### src/rtl/tick_event_timer_if.sv
// Control and event bundle of the tick event timer.
// slave side is the timer, master side is its user.
interface tick_event_timer_if #(
  parameter int CNT_W = 8
) ();
  logic             start;
  logic             stop;
  logic [CNT_W-1:0] period;
  logic             auto_reload;
  logic             expire_ack;
  logic             tick;
  logic [CNT_W-1:0] count;
  logic             busy;
  logic             expire_valid;
  logic             overrun;

  modport slave (
    input  start, stop, period, auto_reload, expire_ack,
    output tick, count, busy, expire_valid, overrun
  );

  modport master (
    output start, stop, period, auto_reload, expire_ack,
    input  tick, count, busy, expire_valid, overrun
  );
endinterface

### src/rtl/tick_event_timer.sv
// Counts rising edges of a divided clock sampled as data and raises
// an expire event with valid/ack, auto-reload and sticky overrun.
module tick_event_timer #(
  parameter int CNT_W = 8
) (
  input  logic               clk,
  input  logic               rst,
  input  logic               div_clk_in,
  tick_event_timer_if.slave  bus
);
  typedef enum logic [1:0] {IDLE, RUN, DONE} state_t;

  localparam logic [CNT_W-1:0] ONE = CNT_W'(1);

  state_t           state_q;
  state_t           state_d;
  logic             div_prev;
  logic             rise;
  logic             start_ok;
  logic             accept;
  logic             exp_evt;
  logic             ack_ok;
  logic             busy_w;
  logic             tick_q;
  logic             valid_q;
  logic             ovr_q;
  logic             reload_reg;
  logic [CNT_W-1:0] period_reg;
  logic [CNT_W-1:0] count_q;

  assign rise     = div_clk_in & ~div_prev;
  assign start_ok = bus.start & (bus.period != '0);
  // A start is taken in IDLE/RUN only, and never against a stop.
  assign accept   = start_ok & ~bus.stop & (state_q != DONE);
  assign ack_ok   = valid_q & bus.expire_ack;
  // Expiry needs an edge that was not dropped by stop or restart.
  assign exp_evt  = (state_q == RUN) & rise & ~bus.stop
                  & ~start_ok & (count_q == ONE);

  // State register.
  always_ff @(posedge clk or posedge rst) begin
    if (rst) state_q <= IDLE;
    else     state_q <= state_d;
  end

  // Next-state logic, priority stop > start > edge.
  always_comb begin
    state_d = state_q;
    unique case (state_q)
      IDLE: if (accept) state_d = RUN;
      RUN: begin
        if (bus.stop)                   state_d = IDLE;
        else if (exp_evt & ~reload_reg) state_d = DONE;
      end
      DONE: if (bus.stop | ack_ok) state_d = IDLE;
      default: state_d = IDLE;
    endcase
  end

  // FSM outputs.
  always_comb begin
    busy_w = (state_q == RUN) | (state_q == DONE);
  end

  // Edge sampling and the registered tick pulse.
  always_ff @(posedge clk or posedge rst) begin
    if (rst) begin
      div_prev <= 1'b0;
      tick_q   <= 1'b0;
    end else begin
      div_prev <= div_clk_in;
      tick_q   <= rise;
    end
  end

  // Period capture and the remaining-tick counter.
  always_ff @(posedge clk or posedge rst) begin
    if (rst) begin
      period_reg <= '0;
      reload_reg <= 1'b0;
      count_q    <= '0;
    end else if (bus.stop) begin
      count_q <= '0;
    end else if (accept) begin
      period_reg <= bus.period;
      reload_reg <= bus.auto_reload;
      count_q    <= bus.period;
    end else if (state_q == RUN && rise) begin
      if (count_q != ONE)  count_q <= count_q - ONE;
      else if (reload_reg) count_q <= period_reg;
      else                 count_q <= '0;
    end
  end

  // Expire handshake and the sticky overrun flag.
  always_ff @(posedge clk or posedge rst) begin
    if (rst) begin
      valid_q <= 1'b0;
      ovr_q   <= 1'b0;
    end else begin
      if (exp_evt)     valid_q <= 1'b1;
      else if (ack_ok) valid_q <= 1'b0;
      if (accept)                  ovr_q <= 1'b0;
      else if (exp_evt & valid_q & ~bus.expire_ack) ovr_q <= 1'b1;
    end
  end

  assign bus.tick         = tick_q;
  assign bus.count        = count_q;
  assign bus.busy         = busy_w;
  assign bus.expire_valid = valid_q;
  assign bus.overrun      = ovr_q;
endmodule

### src/flat_wrapper.sv
// flat-port wrapper written by rule: the top's interface ports become plain ports
module tick_event_timer_flat 
#(
  parameter int CNT_W = 8
)
  (clk, rst, div_clk_in, bus_start, bus_stop, bus_period, bus_auto_reload, bus_expire_ack, bus_tick, bus_count, bus_busy, bus_expire_valid, bus_overrun);
  tick_event_timer_if #(.CNT_W(CNT_W)) bus_i ();
  input  logic clk;
  input  logic rst;
  input  logic div_clk_in;
  input wire logic [$bits(bus_i.start)-1:0] bus_start;
  input wire logic [$bits(bus_i.stop)-1:0] bus_stop;
  input wire logic [$bits(bus_i.period)-1:0] bus_period;
  input wire logic [$bits(bus_i.auto_reload)-1:0] bus_auto_reload;
  input wire logic [$bits(bus_i.expire_ack)-1:0] bus_expire_ack;
  output wire logic [$bits(bus_i.tick)-1:0] bus_tick;
  output wire logic [$bits(bus_i.count)-1:0] bus_count;
  output wire logic [$bits(bus_i.busy)-1:0] bus_busy;
  output wire logic [$bits(bus_i.expire_valid)-1:0] bus_expire_valid;
  output wire logic [$bits(bus_i.overrun)-1:0] bus_overrun;
  assign bus_i.start = bus_start;
  assign bus_i.stop = bus_stop;
  assign bus_i.period = bus_period;
  assign bus_i.auto_reload = bus_auto_reload;
  assign bus_i.expire_ack = bus_expire_ack;
  assign bus_tick = bus_i.tick;
  assign bus_count = bus_i.count;
  assign bus_busy = bus_i.busy;
  assign bus_expire_valid = bus_i.expire_valid;
  assign bus_overrun = bus_i.overrun;
  tick_event_timer #(.CNT_W(CNT_W)) u_core (.clk(clk), .rst(rst), .div_clk_in(div_clk_in), .bus(bus_i));
endmodule
### config.mk
export PLATFORM = sky130hd
export DESIGN_NAME = tick_event_timer_flat
export DESIGN_NICKNAME = d
export VERILOG_FILES = /design/src/rtl/tick_event_timer_if.sv /design/src/rtl/tick_event_timer.sv /design/src/flat_wrapper.sv
export SDC_FILE = /design/constraint.sdc
export NUM_CORES = 1
export LEC_CHECK = 0
export CAP_MARGIN = 20
export CORE_ASPECT_RATIO = 1.1
export CORE_UTILIZATION = 45
export CTS_BUF_LIST = sky130_fd_sc_hd__clkbuf_2 sky130_fd_sc_hd__clkbuf_4 sky130_fd_sc_hd__clkbuf_8
export DETAILED_ROUTE_END_ITERATION = 7
export PLACE_DENSITY = 0.75
export SLEW_MARGIN = 30
export SYNTH_ARGS = -nofsm -noshare
export SYNTH_HDL_FRONTEND = slang
export SYNTH_SLANG_ARGS = --single-unit
### constraint.sdc
create_clock -name clk -period 2.7 [get_ports clk]
set_clock_uncertainty 0.2 [all_clocks]
set_input_delay 0.54 -clock clk [delete_from_list [all_inputs] [get_ports clk]]
set_output_delay 0.54 -clock clk [all_outputs]
set_load 0.03 [all_outputs]
==> run_results.csv <==
group,metric,value,unit
synthesis,synth_cells,144,
global_route,grt_use_total,0.228,
die,row_count,19,
synthesis,yosys_warnings,0,
timing,maxSlewViolCount,0,
die,coreArea,2590,sq um
synthesis,yosys.area.top_type,"dfrtp_1",
die,io_pins,27,
synthesis,yosys-top-cells-area,"dfrtp_1 45%, nand2_1 9.4%, ha_1 4.9%",
critical_path,path_class,"register to output pin",
timing,timing.hold.ws,0.248,ns
final_layout,area.growth.synth_to_final,28.0,%
critical_path,reg2reg_depth,5,
clock_network,cts_num_sinks,23,
drt,viasPerCell,5.57,
clock_network,cts_buffers,3,
pwr,leakagePower,0.767,nW
global_route,antenna_found_initial,0,
final_layout,nFillCells,229,
clock_network,htreeDepth,1,
final_layout,diodes,0,
synthesis,synth_common_cells,"32 x nand2_1, 23 x dfrtp_1, 13 x nor2_1",
critical_path,cp-end-kind,"output pin",
pwr,ir_drop,0.000435,V
clock_network,cts_buffer_depth,2,
drt,dr.first_iter.drc_count,29,
status,status,"finished, final reports clean",
final_layout,seq_area,576,sq um
run,drv_cap,0,
clock_network,clk_pin_slew,0.13,ns
clock_network,post_cts_buffers,0,
critical_path,reg2reg_slack,0.45,ns
critical_path,rr_startpoint,"u_core.bus.count[2]",
synthesis,avgSynthCellArea,8.91,sq um
worst_hold_path,hold_path_class,"register to register",
critical_path,worstSetupStartpointType,"register",
synthesis,ys.flop_type,"dfrtp_1",
clock_network,root_buffer,"clkbuf_4",
synthesis,synth_edf_count,0,
die,start_util,0.495,
final_layout,multi_input_area,663,sq um
timing,rsz0062_at_grt,"no",
timing,finalSetupViolations,0,
global_route,grt_pass1_wl,5200,um
timing,finalCriticalPeriod,2.49,ns
timing,hold_viol,0,
critical_path,crit_end,"bus_busy",
synthesis,synth_nets,164,
die,die_w,52.9,um
timing,relSlewSlack,0.600,
synthesis,syn-cell-area,1280,sq um
timing,period_share,0.923,
timing,tns,0,ns
pwr,power_density,536,nW/um^2
drt,wl_per_cell,14.4,um
placement,routabilityCongestion,0.793,
placement,port-buffer-count,26,
timing,worstMarginPinSlew,0.598,ns
drt,drc,0,
critical_path,worstSetupStartpoint,"u_core.state_q[0]",
synthesis,ys_ff_latch,23,
final_layout,drive_gt1_frac,0.0847,
critical_path,cp_data_required_time,1.96,ns
final_layout,finalNetCount,198,
critical_path,cp_max_fo,4,
clock_network,cts_resized,0,
die,die-height,58.0,um
global_route,gr-total-overflow,0,
synthesis,seq_area_frac_synth,0.448,
drt,via_count,1159,
drt,ant_nets,0,
synthesis,yosysUniqueCellTypes,38,
clock_network,worstSkewPairLatency,0.30,ns
global_route,grt_max_degree,24,
drt,wl,2990,um
synthesis,ys_async_sr_fraction,1.00,
critical_path,crit_arrival,1.75,ns
critical_path,timing.rr.end,"u_core.state_q[1]",
synthesis,yosysTopAreaCellShare,0.448,
die,dieArea,3070,sq um
synthesis,synth_most_common_cell,"nand2_1",
clock_network,cts_tree,"built",
drt,drt_pass1_iterations,4,
clock_network,hold_buffers,0,
timing,fmaxAchievable,401,MHz
global_route,first_global_vias,1201,
placement,hpwl,2260,um
[cells in the final DEF, fill, tap and decap left out, drive strengths merged, types with 2 or more instances in the layout]
cell type	count
xnor2	3
nand4b	2
ha	5
nor2	13
and3	6
clkbuf	4
nor2b	2
a21boi	2
buf	6
nor3b	2
dfrtp	23
nor3	5
nand2	32
o21ai	7
nand3	8
nor4	2
a21oi	3
o211ai	2
clkdlybuf4s50	26
inv	8
[layer usage]
metal / wire length, um / share of wire / vias to the layer above / track usage
met3: 101 / 0.034 / 0 / 0.0262
met2: 1590 / 0.53 / 31 / 0.401
li1: - / - / 566 / -
met4: 0 / 0 / 0 / 0.0602
met5: 0 / 0 / - / 0
met1: 1290 / 0.43 / 562 / 0.293
[logic make-up (layout without fill, tap and decap cells)]
family | after synthesis | count (layout) | synth area share
DFF | 23 | 23 | 0.448
AOI/OAI and AO/OA | 24 | 24 | 0.130
muxes | 1 | 1 | 0.00877
xor gates and xnor gates | 4 | 4 | 0.0273
buffers and inverters | 11 | 44 | 0.0351
adders and majority gates | 5 | 5 | 0.0487
and+or+nand+nor | 76 | 76 | 0.302
[cell type report]
type,instances,share of cell area
Clock buffer,4,0.0183
Inverter,8,0.0183
Multi-Input combinational cell,110,0.404
Sequential cell,23,0.350
Tap cell,31,0.0236
Timing Repair Buffer,32,0.186
[through the flow]
step                std cells  total power, mW  setup slack, ns  area [sq um]   util
floorplan                 144            0.616            0.476          1280      -
global placement          204            0.710            0.140          1610  0.622
detailed placement        204            0.720           0.0480          1610  0.622
CTS                       208            0.886            0.202          1640  0.634
global route              208            0.934            0.144          1640  0.634
finish                    208            0.881            0.209          1640  0.634
[worst max-delay path: stages, from the launching register on]
cell,delay (ns)
dfrtp_1,0.43
inv_1,0.08
ha_1,0.28
clkdlybuf4s50_1,0.66
[power breakdown]
group	total [mW]	internal, mW	switching [mW]
registers	0.424	0.380	0.0436
clock network	0.166	0.0676	0.0983
logic	0.291	0.134	0.157
[how the worst min path moves through the flow]
stage | from | endpoint | slack [ns] | cells past startpoint
global route | u_core.div_prev | u_core.bus.tick | 0.27 | 1
CTS | u_core.div_prev | u_core.bus.tick | 0.24 | 1
finish | u_core.div_prev | u_core.bus.tick | 0.25 | 1
detailed placement | u_core.div_prev | u_core.bus.tick | 0.23 | 1
floorplan | u_core.div_prev | u_core.bus.tick | 0.21 | 1
global placement | u_core.div_prev | u_core.bus.tick | 0.24 | 1
No activity file was read; power rests on OpenSTA's default activity.
